--- src/rtl/alu_arbiter_pkg.sv ---
// Shared definitions for the two-port ALU arbiter: opcodes, FSM states,
// port ids and the round-robin pick function.
package alu_arbiter_pkg;

  localparam int WIDTH = 32;

  localparam logic [2:0] OP_ADD  = 3'd0;
  localparam logic [2:0] OP_SUB  = 3'd1;
  localparam logic [2:0] OP_ADDU = 3'd2;
  localparam logic [2:0] OP_SUBU = 3'd3;
  localparam logic [2:0] OP_AND  = 3'd4;
  localparam logic [2:0] OP_OR   = 3'd5;
  localparam logic [2:0] OP_XOR  = 3'd6;
  localparam logic [2:0] OP_LUI  = 3'd7;

  localparam logic PORT0 = 1'b0;
  localparam logic PORT1 = 1'b1;

  typedef enum logic [1:0] {
    ST_IDLE = 2'd0,
    ST_EXEC = 2'd1,
    ST_RESP = 2'd2
  } state_e;

  // Round-robin pick: the priority holder wins a tie, a lone requester always wins.
  function automatic logic pick_port(input logic v0, input logic v1, input logic prio);
    logic g;
    if (v0 && v1) begin
      g = prio;
    end else if (v1) begin
      g = PORT1;
    end else begin
      g = PORT0;
    end
    return g;
  endfunction

endpackage

--- src/rtl/alu_arbiter_if.sv ---
// Request/response bundle between the two requesters and the arbiter.
interface alu_arbiter_if #(parameter int CNT_W = 16) ();
  import alu_arbiter_pkg::*;

  logic             req0_valid, req0_ready;
  logic [WIDTH-1:0] req0_a, req0_b;
  logic [3:0]       req0_aluc;
  logic             req1_valid, req1_ready;
  logic [WIDTH-1:0] req1_a, req1_b;
  logic [3:0]       req1_aluc;
  logic             rsp0_valid, rsp0_ready;
  logic             rsp1_valid, rsp1_ready;
  logic [WIDTH-1:0] r;
  logic             zero;
  logic             overflow;
  logic             busy;
  logic [CNT_W-1:0] op_count;

  modport master (
    output req0_valid, req0_a, req0_b, req0_aluc, rsp0_ready,
    output req1_valid, req1_a, req1_b, req1_aluc, rsp1_ready,
    input  req0_ready, req1_ready, rsp0_valid, rsp1_valid,
    input  r, zero, overflow, busy, op_count
  );

  modport slave (
    input  req0_valid, req0_a, req0_b, req0_aluc, rsp0_ready,
    input  req1_valid, req1_a, req1_b, req1_aluc, rsp1_ready,
    output req0_ready, req1_ready, rsp0_valid, rsp1_valid,
    output r, zero, overflow, busy, op_count
  );

endinterface

--- src/rtl/alu_arbiter_alu.sv ---
// Shared 32-bit combinational ALU; bit 32 of the internal result is carry/borrow.
module alu_arbiter_alu
  import alu_arbiter_pkg::*;
(
  input  logic [WIDTH-1:0] a,
  input  logic [WIDTH-1:0] b,
  input  logic [3:0]       aluc,
  output logic [WIDTH-1:0] r,
  output logic             carry
);

  logic [2:0]     op_s;
  logic [WIDTH:0] res_s;

  // Decode opcode (upper-half codes alias to addu) and evaluate the 33-bit result.
  always_comb begin
    op_s  = aluc[3] ? OP_ADDU : aluc[2:0];
    res_s = 33'd0;
    case (op_s)
      OP_ADD, OP_ADDU: res_s = {1'b0, a} + {1'b0, b};
      OP_SUB, OP_SUBU: res_s = {1'b0, a} - {1'b0, b};
      OP_AND:          res_s = {1'b0, a & b};
      OP_OR:           res_s = {1'b0, a | b};
      OP_XOR:          res_s = {1'b0, a ^ b};
      OP_LUI:          res_s = {1'b0, b[15:0], 16'h0000};
      default:         res_s = 33'd0;
    endcase
  end

  assign r     = res_s[WIDTH-1:0];
  assign carry = res_s[WIDTH];

endmodule

--- src/rtl/alu_arbiter.sv ---
// Round-robin arbiter sharing one ALU between two requesters, one op in flight.
module alu_arbiter
  import alu_arbiter_pkg::*;
#(
  parameter int CNT_W = 16
) (
  input  logic          clk,
  input  logic          rst_n,
  alu_arbiter_if.slave  bus
);

  state_e           state_q, state_d;
  logic             prio_q, prio_d;
  logic             gnt_q, gnt_d;
  logic [WIDTH-1:0] a_q, a_d, b_q, b_d;
  logic [3:0]       aluc_q, aluc_d;
  logic [WIDTH-1:0] r_q, r_d;
  logic             zero_q, zero_d;
  logic             ovf_q, ovf_d;
  logic             rsp0_valid_q, rsp0_valid_d;
  logic             rsp1_valid_q, rsp1_valid_d;
  logic             busy_q, busy_d;
  logic [CNT_W-1:0] cnt_q, cnt_d;

  logic             any_valid_s;
  logic             pick_s;
  logic             rsp_fire_s;
  logic [WIDTH-1:0] alu_r_s;
  logic             alu_c_s;

  alu_arbiter_alu u_alu (
    .a     (a_q),
    .b     (b_q),
    .aluc  (aluc_q),
    .r     (alu_r_s),
    .carry (alu_c_s)
  );

  assign any_valid_s = bus.req0_valid | bus.req1_valid;
  assign pick_s      = pick_port(bus.req0_valid, bus.req1_valid, prio_q);

  // Ready is only offered in IDLE and only to the port that wins arbitration.
  assign bus.req0_ready = (state_q == ST_IDLE) && any_valid_s && (pick_s == PORT0);
  assign bus.req1_ready = (state_q == ST_IDLE) && any_valid_s && (pick_s == PORT1);

  // Next-state logic: accept in IDLE, capture ALU result in EXEC, hand off in RESP.
  always_comb begin
    state_d      = state_q;
    prio_d       = prio_q;
    gnt_d        = gnt_q;
    a_d          = a_q;
    b_d          = b_q;
    aluc_d       = aluc_q;
    r_d          = r_q;
    zero_d       = zero_q;
    ovf_d        = ovf_q;
    rsp0_valid_d = rsp0_valid_q;
    rsp1_valid_d = rsp1_valid_q;
    busy_d       = busy_q;
    cnt_d        = cnt_q;
    rsp_fire_s   = 1'b0;
    case (state_q)
      ST_IDLE: begin
        if (any_valid_s) begin
          gnt_d   = pick_s;
          a_d     = (pick_s == PORT1) ? bus.req1_a    : bus.req0_a;
          b_d     = (pick_s == PORT1) ? bus.req1_b    : bus.req0_b;
          aluc_d  = (pick_s == PORT1) ? bus.req1_aluc : bus.req0_aluc;
          busy_d  = 1'b1;
          state_d = ST_EXEC;
        end else begin
          state_d = ST_IDLE;
        end
      end
      ST_EXEC: begin
        r_d          = alu_r_s;
        zero_d       = (alu_r_s == 32'd0);
        ovf_d        = alu_c_s;
        rsp0_valid_d = (gnt_q == PORT0);
        rsp1_valid_d = (gnt_q == PORT1);
        state_d      = ST_RESP;
      end
      ST_RESP: begin
        rsp_fire_s = (gnt_q == PORT1) ? bus.rsp1_ready : bus.rsp0_ready;
        if (rsp_fire_s) begin
          rsp0_valid_d = 1'b0;
          rsp1_valid_d = 1'b0;
          busy_d       = 1'b0;
          cnt_d        = cnt_q + {{(CNT_W-1){1'b0}}, 1'b1};
          prio_d       = ~gnt_q;
          state_d      = ST_IDLE;
        end else begin
          state_d = ST_RESP;
        end
      end
      default: begin
        rsp0_valid_d = 1'b0;
        rsp1_valid_d = 1'b0;
        busy_d       = 1'b0;
        state_d      = ST_IDLE;
      end
    endcase
  end

  // State and output registers; reset aborts any in-flight operation.
  always_ff @(posedge clk or negedge rst_n) begin
    if (!rst_n) begin
      state_q      <= ST_IDLE;
      prio_q       <= PORT0;
      gnt_q        <= PORT0;
      a_q          <= 32'd0;
      b_q          <= 32'd0;
      aluc_q       <= 4'd0;
      r_q          <= 32'd0;
      zero_q       <= 1'b1;
      ovf_q        <= 1'b0;
      rsp0_valid_q <= 1'b0;
      rsp1_valid_q <= 1'b0;
      busy_q       <= 1'b0;
      cnt_q        <= '0;
    end else begin
      state_q      <= state_d;
      prio_q       <= prio_d;
      gnt_q        <= gnt_d;
      a_q          <= a_d;
      b_q          <= b_d;
      aluc_q       <= aluc_d;
      r_q          <= r_d;
      zero_q       <= zero_d;
      ovf_q        <= ovf_d;
      rsp0_valid_q <= rsp0_valid_d;
      rsp1_valid_q <= rsp1_valid_d;
      busy_q       <= busy_d;
      cnt_q        <= cnt_d;
    end
  end

  assign bus.rsp0_valid = rsp0_valid_q;
  assign bus.rsp1_valid = rsp1_valid_q;
  assign bus.r          = r_q;
  assign bus.zero       = zero_q;
  assign bus.overflow   = ovf_q;
  assign bus.busy       = busy_q;
  assign bus.op_count   = cnt_q;

endmodule

--- src/flat_wrapper.sv ---
// flat-port wrapper written by rule: the top's interface ports become plain ports
module alu_arbiter_flat import alu_arbiter_pkg::*;
#(
  parameter int CNT_W = 16
)
  (clk, rst_n, bus_req0_valid, bus_req0_a, bus_req0_b, bus_req0_aluc, bus_rsp0_ready, bus_req1_valid, bus_req1_a, bus_req1_b, bus_req1_aluc, bus_rsp1_ready, bus_req0_ready, bus_req1_ready, bus_rsp0_valid, bus_rsp1_valid, bus_r, bus_zero, bus_overflow, bus_busy, bus_op_count);
  alu_arbiter_if #(.CNT_W(CNT_W)) bus_i ();
  input  logic clk;
  input  logic rst_n;
  input wire logic [$bits(bus_i.req0_valid)-1:0] bus_req0_valid;
  input wire logic [$bits(bus_i.req0_a)-1:0] bus_req0_a;
  input wire logic [$bits(bus_i.req0_b)-1:0] bus_req0_b;
  input wire logic [$bits(bus_i.req0_aluc)-1:0] bus_req0_aluc;
  input wire logic [$bits(bus_i.rsp0_ready)-1:0] bus_rsp0_ready;
  input wire logic [$bits(bus_i.req1_valid)-1:0] bus_req1_valid;
  input wire logic [$bits(bus_i.req1_a)-1:0] bus_req1_a;
  input wire logic [$bits(bus_i.req1_b)-1:0] bus_req1_b;
  input wire logic [$bits(bus_i.req1_aluc)-1:0] bus_req1_aluc;
  input wire logic [$bits(bus_i.rsp1_ready)-1:0] bus_rsp1_ready;
  output wire logic [$bits(bus_i.req0_ready)-1:0] bus_req0_ready;
  output wire logic [$bits(bus_i.req1_ready)-1:0] bus_req1_ready;
  output wire logic [$bits(bus_i.rsp0_valid)-1:0] bus_rsp0_valid;
  output wire logic [$bits(bus_i.rsp1_valid)-1:0] bus_rsp1_valid;
  output wire logic [$bits(bus_i.r)-1:0] bus_r;
  output wire logic [$bits(bus_i.zero)-1:0] bus_zero;
  output wire logic [$bits(bus_i.overflow)-1:0] bus_overflow;
  output wire logic [$bits(bus_i.busy)-1:0] bus_busy;
  output wire logic [$bits(bus_i.op_count)-1:0] bus_op_count;
  assign bus_i.req0_valid = bus_req0_valid;
  assign bus_i.req0_a = bus_req0_a;
  assign bus_i.req0_b = bus_req0_b;
  assign bus_i.req0_aluc = bus_req0_aluc;
  assign bus_i.rsp0_ready = bus_rsp0_ready;
  assign bus_i.req1_valid = bus_req1_valid;
  assign bus_i.req1_a = bus_req1_a;
  assign bus_i.req1_b = bus_req1_b;
  assign bus_i.req1_aluc = bus_req1_aluc;
  assign bus_i.rsp1_ready = bus_rsp1_ready;
  assign bus_req0_ready = bus_i.req0_ready;
  assign bus_req1_ready = bus_i.req1_ready;
  assign bus_rsp0_valid = bus_i.rsp0_valid;
  assign bus_rsp1_valid = bus_i.rsp1_valid;
  assign bus_r = bus_i.r;
  assign bus_zero = bus_i.zero;
  assign bus_overflow = bus_i.overflow;
  assign bus_busy = bus_i.busy;
  assign bus_op_count = bus_i.op_count;
  alu_arbiter #(.CNT_W(CNT_W)) u_core (.clk(clk), .rst_n(rst_n), .bus(bus_i));
endmodule
--- config.mk ---
export PLATFORM = sky130hd
export DESIGN_NAME = alu_arbiter_flat
export DESIGN_NICKNAME = d
export VERILOG_FILES = /design/src/rtl/alu_arbiter_pkg.sv /design/src/rtl/alu_arbiter_if.sv /design/src/rtl/alu_arbiter_alu.sv /design/src/rtl/alu_arbiter.sv /design/src/flat_wrapper.sv
export SDC_FILE = /design/constraint.sdc
export NUM_CORES = 1
export LEC_CHECK = 0
export BUFFER_PORTS_ARGS = -buffer_cell sky130_fd_sc_hd__clkbuf_2
export CAP_MARGIN = 20
export CORE_MARGIN = 4
export CORE_UTILIZATION = 40
export CTS_BUF_LIST = sky130_fd_sc_hd__clkbuf_4 sky130_fd_sc_hd__clkbuf_8
export CTS_CLUSTER_DIAMETER = 40
export DETAILED_ROUTE_END_ITERATION = 16
export PLACE_DENSITY = 0.68
export SLEW_MARGIN = 20
export SYNTH_ARGS = -nofsm -noshare
export SYNTH_HDL_FRONTEND = slang
export SYNTH_SLANG_ARGS = --single-unit
--- constraint.sdc ---
create_clock -name clk -period 6.1 [get_ports clk]
set_input_delay 0.305 -clock clk [delete_from_list [all_inputs] [get_ports clk]]
set_output_delay 0.305 -clock clk [all_outputs]
set_load 0.02 [all_outputs]
* After elaboration in Yosys (flattened, before gate mapping)
Cells that the tools add are included.
** Storage, ports and cells
- Input port bits :: 142
- Word-level logic and storage cells :: 64
- Bits in registers :: 125
- Output and inout port bits :: 55
** Operators by class
- Reduce and logical (&&, ||, !) cells :: 13
- Bitwise operators :: 8
- Eq/ne operators :: 11
- Add/subtract/negate cells :: 3
- Mux-type cells :: 16
** Operator list (count)
- case mux 33 bit (6 select lines) :: 1
- 2-to-1 mux 32 bit :: 2
- adder 32 x 32 -> 33 bit :: 1
- subtractor 32 x 32 -> 33 bit :: 1
- AND 32 bit :: 1
- zero test 32 bit :: 1
- OR 32 bit :: 1
- bitwise XOR 32 bit :: 1
- adder 16 x 1 -> 16 bit (second input constant) :: 1
- == test 3 bit (second input constant) :: 4
- case mux 1 bit (3 select lines) :: 3
- == test 3 x 2 -> 1 bit (second input constant) :: 2
- 2-to-1 mux 1 bit :: 6
- case mux 2 bit (3 select lines) :: 1
- AND reduction 2 bit :: 3
- logical AND 1 bit :: 4
- 2-to-1 mux 4 bit :: 1
- != test 2 x 1 -> 1 bit (second input constant) :: 2
- NOT 1 bit :: 4
- OR reduction 2 bit :: 2
- == test 3 x 1 -> 1 bit (second input constant) :: 1
- zero test 3 bit :: 1
- 2-to-1 mux 3 bit :: 1
- AND reduction 3 bit :: 1
- 5 further kinds :: 5

* Logic depth before layout (Yosys ltp)
- Word-level depth :: 5
- Gate-level depth with buffers :: 21
- Gate-level depth less buffers :: 21

* Cells and area by module
A second synthesis with hierarchy kept.
** Second synthesis, totals
- Cell total of the unflattened synthesis :: 1073
- Area, all modules :: 10144.7 um^2
** By module, submodules not included
- alu_arbiter :: cells each 403, area an instance 5280.1 um^2, sequential area each 3129.3 um^2, instances 1
- alu_arbiter_alu :: cells each 670, area an instance 4864.7 um^2, sequential area each 0.0 um^2, instances 1

* Worst setup path after synthesis
Ideal clock, no wire load.
- Path kind :: reg-to-reg
- Start :: register u_core.aluc_q[0]
- End :: register u_core.zero_q (netlist: u_core.bus.zero)
- Slack :: 1.618 ns
- Path buffers :: 5
- Library setup time :: 0.061 ns
- Required time :: 6.039 ns
- Arrival :: 4.421 ns
- Stages on the path, launching flop included :: 19
- Period minus slack after synthesis :: 4.482 ns
- Cell sequence :: dfrtp_1 > buf_2 > buf_4 > buf_2 > and2_1 > clkbuf_1 > buf_1 > mux2i_1 > ha_1 > nor2b_1 > o2111ai_2 > a21oi_2 > a2111oi_4 > or3_1 > a21oi_1 > or4_1 > nor4_2 > nand4_1 > nand2_1
** Between the ends
- Word-level cells in the longest chain between the ends :: 5
- Elaborated cells on any way between the ends :: 13
- Classes of those cells :: eq/ne (7); mux (2); reduce/logical (4)
** Ends and longest elaborated chain
- from (decl) :: RTL line alu_arbiter.sv:16 : logic [3:0] aluc_q, aluc_d;
- from (signal assigned) :: RTL line alu_arbiter.sv:127 : aluc_q <= aluc_d;
- 2-to-1 mux 3 bit (*) :: RTL line alu_arbiter_alu.sv:17 : op_s = aluc[3] ? OP_ADDU : aluc[2:0];
- == test 3 x 1 -> 1 bit (tied with other cells) :: RTL line alu_arbiter_alu.sv:19 : case (op_s)
- OR reduction 2 bit :: RTL line alu_arbiter_alu.sv:19
- case mux 33 bit (6 select lines) (*) :: RTL line alu_arbiter_alu.sv:19
- zero test 32 bit (*) :: RTL line alu_arbiter.sv:77 : zero_d = (alu_r_s == 32'd0);
- to (signal assigned) :: RTL line alu_arbiter.sv:129 : zero_q <= zero_d;
- to (decl) :: RTL line alu_arbiter.sv:18 : logic zero_q, zero_d;
Mark *: on every way between the ends. The rest lies on a longest branch, timed or not.
A chain may end at the register's enable or synchronous reset.

* Worst setup path after layout
- Start :: register u_core.b_q[2]
- End :: register u_core.zero_q (netlist: u_core.bus.zero)
** Between the ends
- Word-level cells in the longest chain between the ends :: 3
- Elaborated cells on any way between the ends :: 7
- Classes of those cells :: add/sub (2); mux (1); bitwise (3); reduce/logical (1)
** Ends and longest elaborated chain
- from (decl) :: RTL line alu_arbiter.sv:15 : logic [WIDTH-1:0] a_q, a_d, b_q, b_d;
- from (signal assigned) :: RTL line alu_arbiter.sv:112 : b_q <= 32'd0;
- from (signal assigned) :: RTL line alu_arbiter.sv:126 : b_q <= b_d;
- subtractor 32 x 32 -> 33 bit (tied with other cells) :: RTL line alu_arbiter_alu.sv:21 : OP_SUB, OP_SUBU: res_s = {1'b0, a} - {1'b0, b};
- case mux 33 bit (6 select lines) (*) :: RTL line alu_arbiter_alu.sv:19
- zero test 32 bit (*) :: RTL line alu_arbiter.sv:77
Marked as above.

==> implementation parameters <==
Parameter                              Value

Run status
  Result of the run ... finished clean

Synthesis
  Most common flop cell mapped by yosys ... sky130_fd_sc_hd__dfrtp_1
  Sequential fraction of the synthesis area ... 0.313
  EDFF count, synth ... 0
  #FFs+latches synth ... approximately 130
  Number of cells produced by synthesis ... around 1,100
  Cell accounting for the most synthesized area ... sky130_fd_sc_hd__dfrtp_1
  Syn. warnings ... 0
  Share of Yosys cell area claimed by the top area cell type ... 0.311
  Count of different cell masters after synthesis ... 75
  Syn avg cell area ... 8.84 sq um
  Synth Net Count ... 1,371
  Cell Area, Synth ... 9990 sq um
  Asr flop ratio synth ... 1.00
  Main area contributors after synthesis ... sky130_fd_sc_hd__dfrtp_1 31%, sky130_fd_sc_hd__ha_1 12%, sky130_fd_sc_hd__a222oi_1 6.8%

Clocking
  Clk sink count ... 125
  Longest Clk Path Bufs ... 2
  H-Tree Level Count ... 4
  CTS tree ... done
  Clock transition at the registers of the reported paths ... 0.09 ns
  Root Buffer ... sky130_fd_sc_hd__clkbuf_8
  Clock buffer count from CTS ... 17
  Clock latency of the later-clocked register in the worst-skew pair ... about 0.46 ns

Global routing
  Total grt overflow ... 0
  Wire length of the first global-routing pass ... 49,300 um
  Largest net degree at the start of global routing ... approximately 70
  Number of global-route vias before repair ... 8,857
  Total routing usage reported by global routing ... 0.220
  Antenna violations before repair ... 0

Flow run
  Max_cap viols ... 0

Timing
  Maximum clock frequency ... a little over 200 MHz
  Total negative setup slack ... 0 ns
  Count of endpoints failing setup in the final report ... 0
  Pin slew with the least headroom to its limit ... 0.791 ns
  Pins over their slew limit ... 0
  Unrepaired setup endpoints after global routing ... no
  Layout Skew ... 0.0167 ns
  Final worst-path cycle share ... 0.810
  Number of hold violations in the final report ... 0
  Worst slew margin ... 0.472
  Final critical path time including I/O delays and setup ... 4.94 ns

Setup path
  Worst-case reg-to-reg path depth ... 20
  Max incr delay on CP ... 0.49 ns
  Critical-path maximum fanout ... 9
  Cell-by-cell trace of the critical path ... inv_1, nand4_1, nor4_2, nand2_1, or4_1, nand2b_1, o41ai_2, nand2_1, xnor2_1, ha_1, nand4_1, nand3b_1, a211oi_1, a311o_1, a211o_1, o21ai_0, or4_1, nor4_2, nand4_1, nand2_1
  CP Data Arrival Time ... between 5 and 6 ns
  First element of the critical path ... u_core.b_q[2]$_DFFE_PN0P_
  Reg-to-reg slack, setup ... 1.16 ns
  Worst path required time ... 6.50 ns
  Count of buffer and inverter cells on the critical path ... 1
  Type of destination of the critical path ... flop
  Number of gates on the worst path with buffers counted ... 20
  Worst path slowest cell ... sky130_fd_sc_hd__o41ai_2
  Worst setup path category ... reg2reg
  Cell family with most CP delay ... simple AND/OR/NAND/NOR gates
  End of the worst register-to-register path ... u_core.bus.zero$_DFFE_PN1P_
  Critical path launch point type ... flop
  Worst setup path endpoint ... u_core.bus.zero$_DFFE_PN1P_
  Critical register-to-register path startpoint ... u_core.b_q[2]$_DFFE_PN0P_

Layout
  Signed area change from the synthesized netlist to the final layout ... 16.0%
  Net count, final ... roughly 1,500
  Share of cells above drive strength 1 ... 0.215
  Most frequent cells in the layout ... 195 x sky130_fd_sc_hd__clkbuf_2, 156 x sky130_fd_sc_hd__inv_1, 123 x sky130_fd_sc_hd__dfrtp_1, 103 x sky130_fd_sc_hd__nand2_1, 98 x sky130_fd_sc_hd__ha_1
  Fill cell instance count of the final layout ... 2,342
  Antenna diode instance count ... 0
  Footprint of the multi-input gates ... 5970 sq um
  Area taken by flip-flops and latches ... 3130 sq um
  Most common cell after layout, fill and taps aside ... sky130_fd_sc_hd__clkbuf_2

Routing
  Residual DRC count ... 0
  Antenna Nets Post-Route ... 0
  Wirelength, routed ... 30,900 um
  DRC violation total after the first TritonRoute iteration ... roughly 1,000
  Post-DR wirelength/cell ... 19.1 um
  Mean number of vias per cell ... between 5 and 6
  First-pass iteration count of the detailed router ... 9
  Via count ... 9,246

Floorplanning
  Row cnt ... 57
  Die Span Y ... 166 um
  Area inside the core boundary ... 24,500 sq um
  Die Area ... 27,600 sq um
  Chip Width ... 166 um
  I/O pin cnt ... 197
  Starting density of the core ... 0.409

Hold path
  Hold path start ... bus_req0_a[4]
  Type of the worst min-delay path ... in2reg

Placement
  Final estimated routing congestion in global placement ... about 0.89
  Placed wire-length estimate ... 24,100 um
  Port-buffer cells ... 196
-- synth_stat cells (9+ instances only) --
cell type,number
sky130_fd_sc_hd__a21o_1,19
sky130_fd_sc_hd__a21oi_1,41
sky130_fd_sc_hd__a222oi_1,68
sky130_fd_sc_hd__a31oi_1,11
sky130_fd_sc_hd__and2_1,9
sky130_fd_sc_hd__buf_2,14
sky130_fd_sc_hd__clkbuf_1,45
sky130_fd_sc_hd__dfrtp_1,124
sky130_fd_sc_hd__ha_1,98
sky130_fd_sc_hd__inv_1,156
sky130_fd_sc_hd__mux2i_1,26
sky130_fd_sc_hd__mux4_2,11
sky130_fd_sc_hd__nand2_1,103
sky130_fd_sc_hd__nand3_1,20
sky130_fd_sc_hd__nand4_1,15
sky130_fd_sc_hd__nor2_1,55
sky130_fd_sc_hd__nor2b_1,9
sky130_fd_sc_hd__nor3_1,17
sky130_fd_sc_hd__o21ai_0,55
sky130_fd_sc_hd__o21ai_1,13
sky130_fd_sc_hd__o221ai_1,10
sky130_fd_sc_hd__o22ai_1,9
sky130_fd_sc_hd__or3_1,9
sky130_fd_sc_hd__xnor2_1,50
-- worst register-to-register path, delay by kind of cell, from the launching register on --
kind / cells / cell delay [ns]
xor gates and xnor gates: 1 / 0.17
and+or+nand+nor: 12 / 2.63
AOI/OAI and AO/OA: 5 / 1.07
adders and majority gates: 1 / 0.41
buffers and inverters: 1 / 0.16
DFF: 1 / 0.45
-- cell families (layout without fill, tap and decap cells) --
logic type | count (synthesis) | after routing | synth area share
buf+inv | 228 | 394 | 0.0915
mux | 40 | 40 | 0.0572
simple gates | 282 | 282 | 0.138
compound gates | 300 | 300 | 0.226
flops | 125 | 125 | 0.313
fa+ha+maj | 99 | 99 | 0.125
xor+xnor | 56 | 56 | 0.0491
-- flip-flops by register name (all words and copies together) (netlist names) --
| signal | count |
|---|---|
| u_core.a_q | 32 |
| u_core.aluc_q | 4 |
| u_core.b_q | 32 |
| u_core.bus.busy | 1 |
| u_core.bus.op_count | 16 |
| u_core.bus.overflow | 1 |
| u_core.bus.r | 32 |
| u_core.bus.rsp0_valid | 1 |
| u_core.bus.rsp1_valid | 1 |
| u_core.bus.zero | 1 |
| u_core.gnt_q | 1 |
| u_core.prio_q | 1 |
| u_core.state_q | 2 |
-- metal layers --
metal  wire (um)  vias to the layer above  global-route usage
li1            -                     4410                   -
met5           0                        -                   0
met4         620                        0              0.0656
met3        2460                       52              0.0536
met2       13000                      394               0.314
met1       14800                     4390               0.330
-- per-stage QoR --
stage | hold WS (ns) | utilization | cells | instance area, sq um | setup WS [ns]
6_report | 0.0563 | 0.474 | 1620 | 11600 | 1.16
5_1_grt | 0.0482 | 0.474 | 1620 | 11600 | 0.645
4_1_cts | 0.0224 | 0.474 | 1620 | 11600 | 1.20
3_5_place_dp | 0.446 | 0.455 | 1587 | 11100 | 1.21
3_3_place_gp | 0.443 | 0.455 | 1587 | 11100 | 1.31
2_1_floorplan | 0.00941 | - | 1130 | 9990 | 1.62
-- worst min path at each step --
stage                                   endpoint  slack (ns)  cells past startpoint
floorplan              u_core.a_q[0]$_DFFE_PN0P_       0.009                      0
global placement    u_core.bus.r[30]$_DFFE_PN0P_        0.44                      1
detailed placement  u_core.bus.r[30]$_DFFE_PN0P_        0.45                      1
CTS                    u_core.a_q[4]$_DFFE_PN0P_        0.02                      3
global route           u_core.a_q[6]$_DFFE_PN0P_        0.05                      3
finish                 u_core.a_q[4]$_DFFE_PN0P_        0.06                      3
-- layout make-up --
cell class                 count  area share
sequential                   125       0.270
timing repair buffer         206      0.0915
clock inverter                14      0.0177
multi-input combinational    777       0.515
clock buffer                  18      0.0208
tap                          324      0.0350
inverter                     156      0.0505
-- what timing repair did --
| action | CTS | global route |
|---|---|---|
| hold buffers | 1 | 0 |
| buffers inserted | 0 | 0 |
| resized for setup | 0 | 0 |
| endpoints found under the hold margin | 60 | 0 |
Power is not shown: default switching activity piles up to over one toggle a cycle in this logic, so the estimate is an artifact.
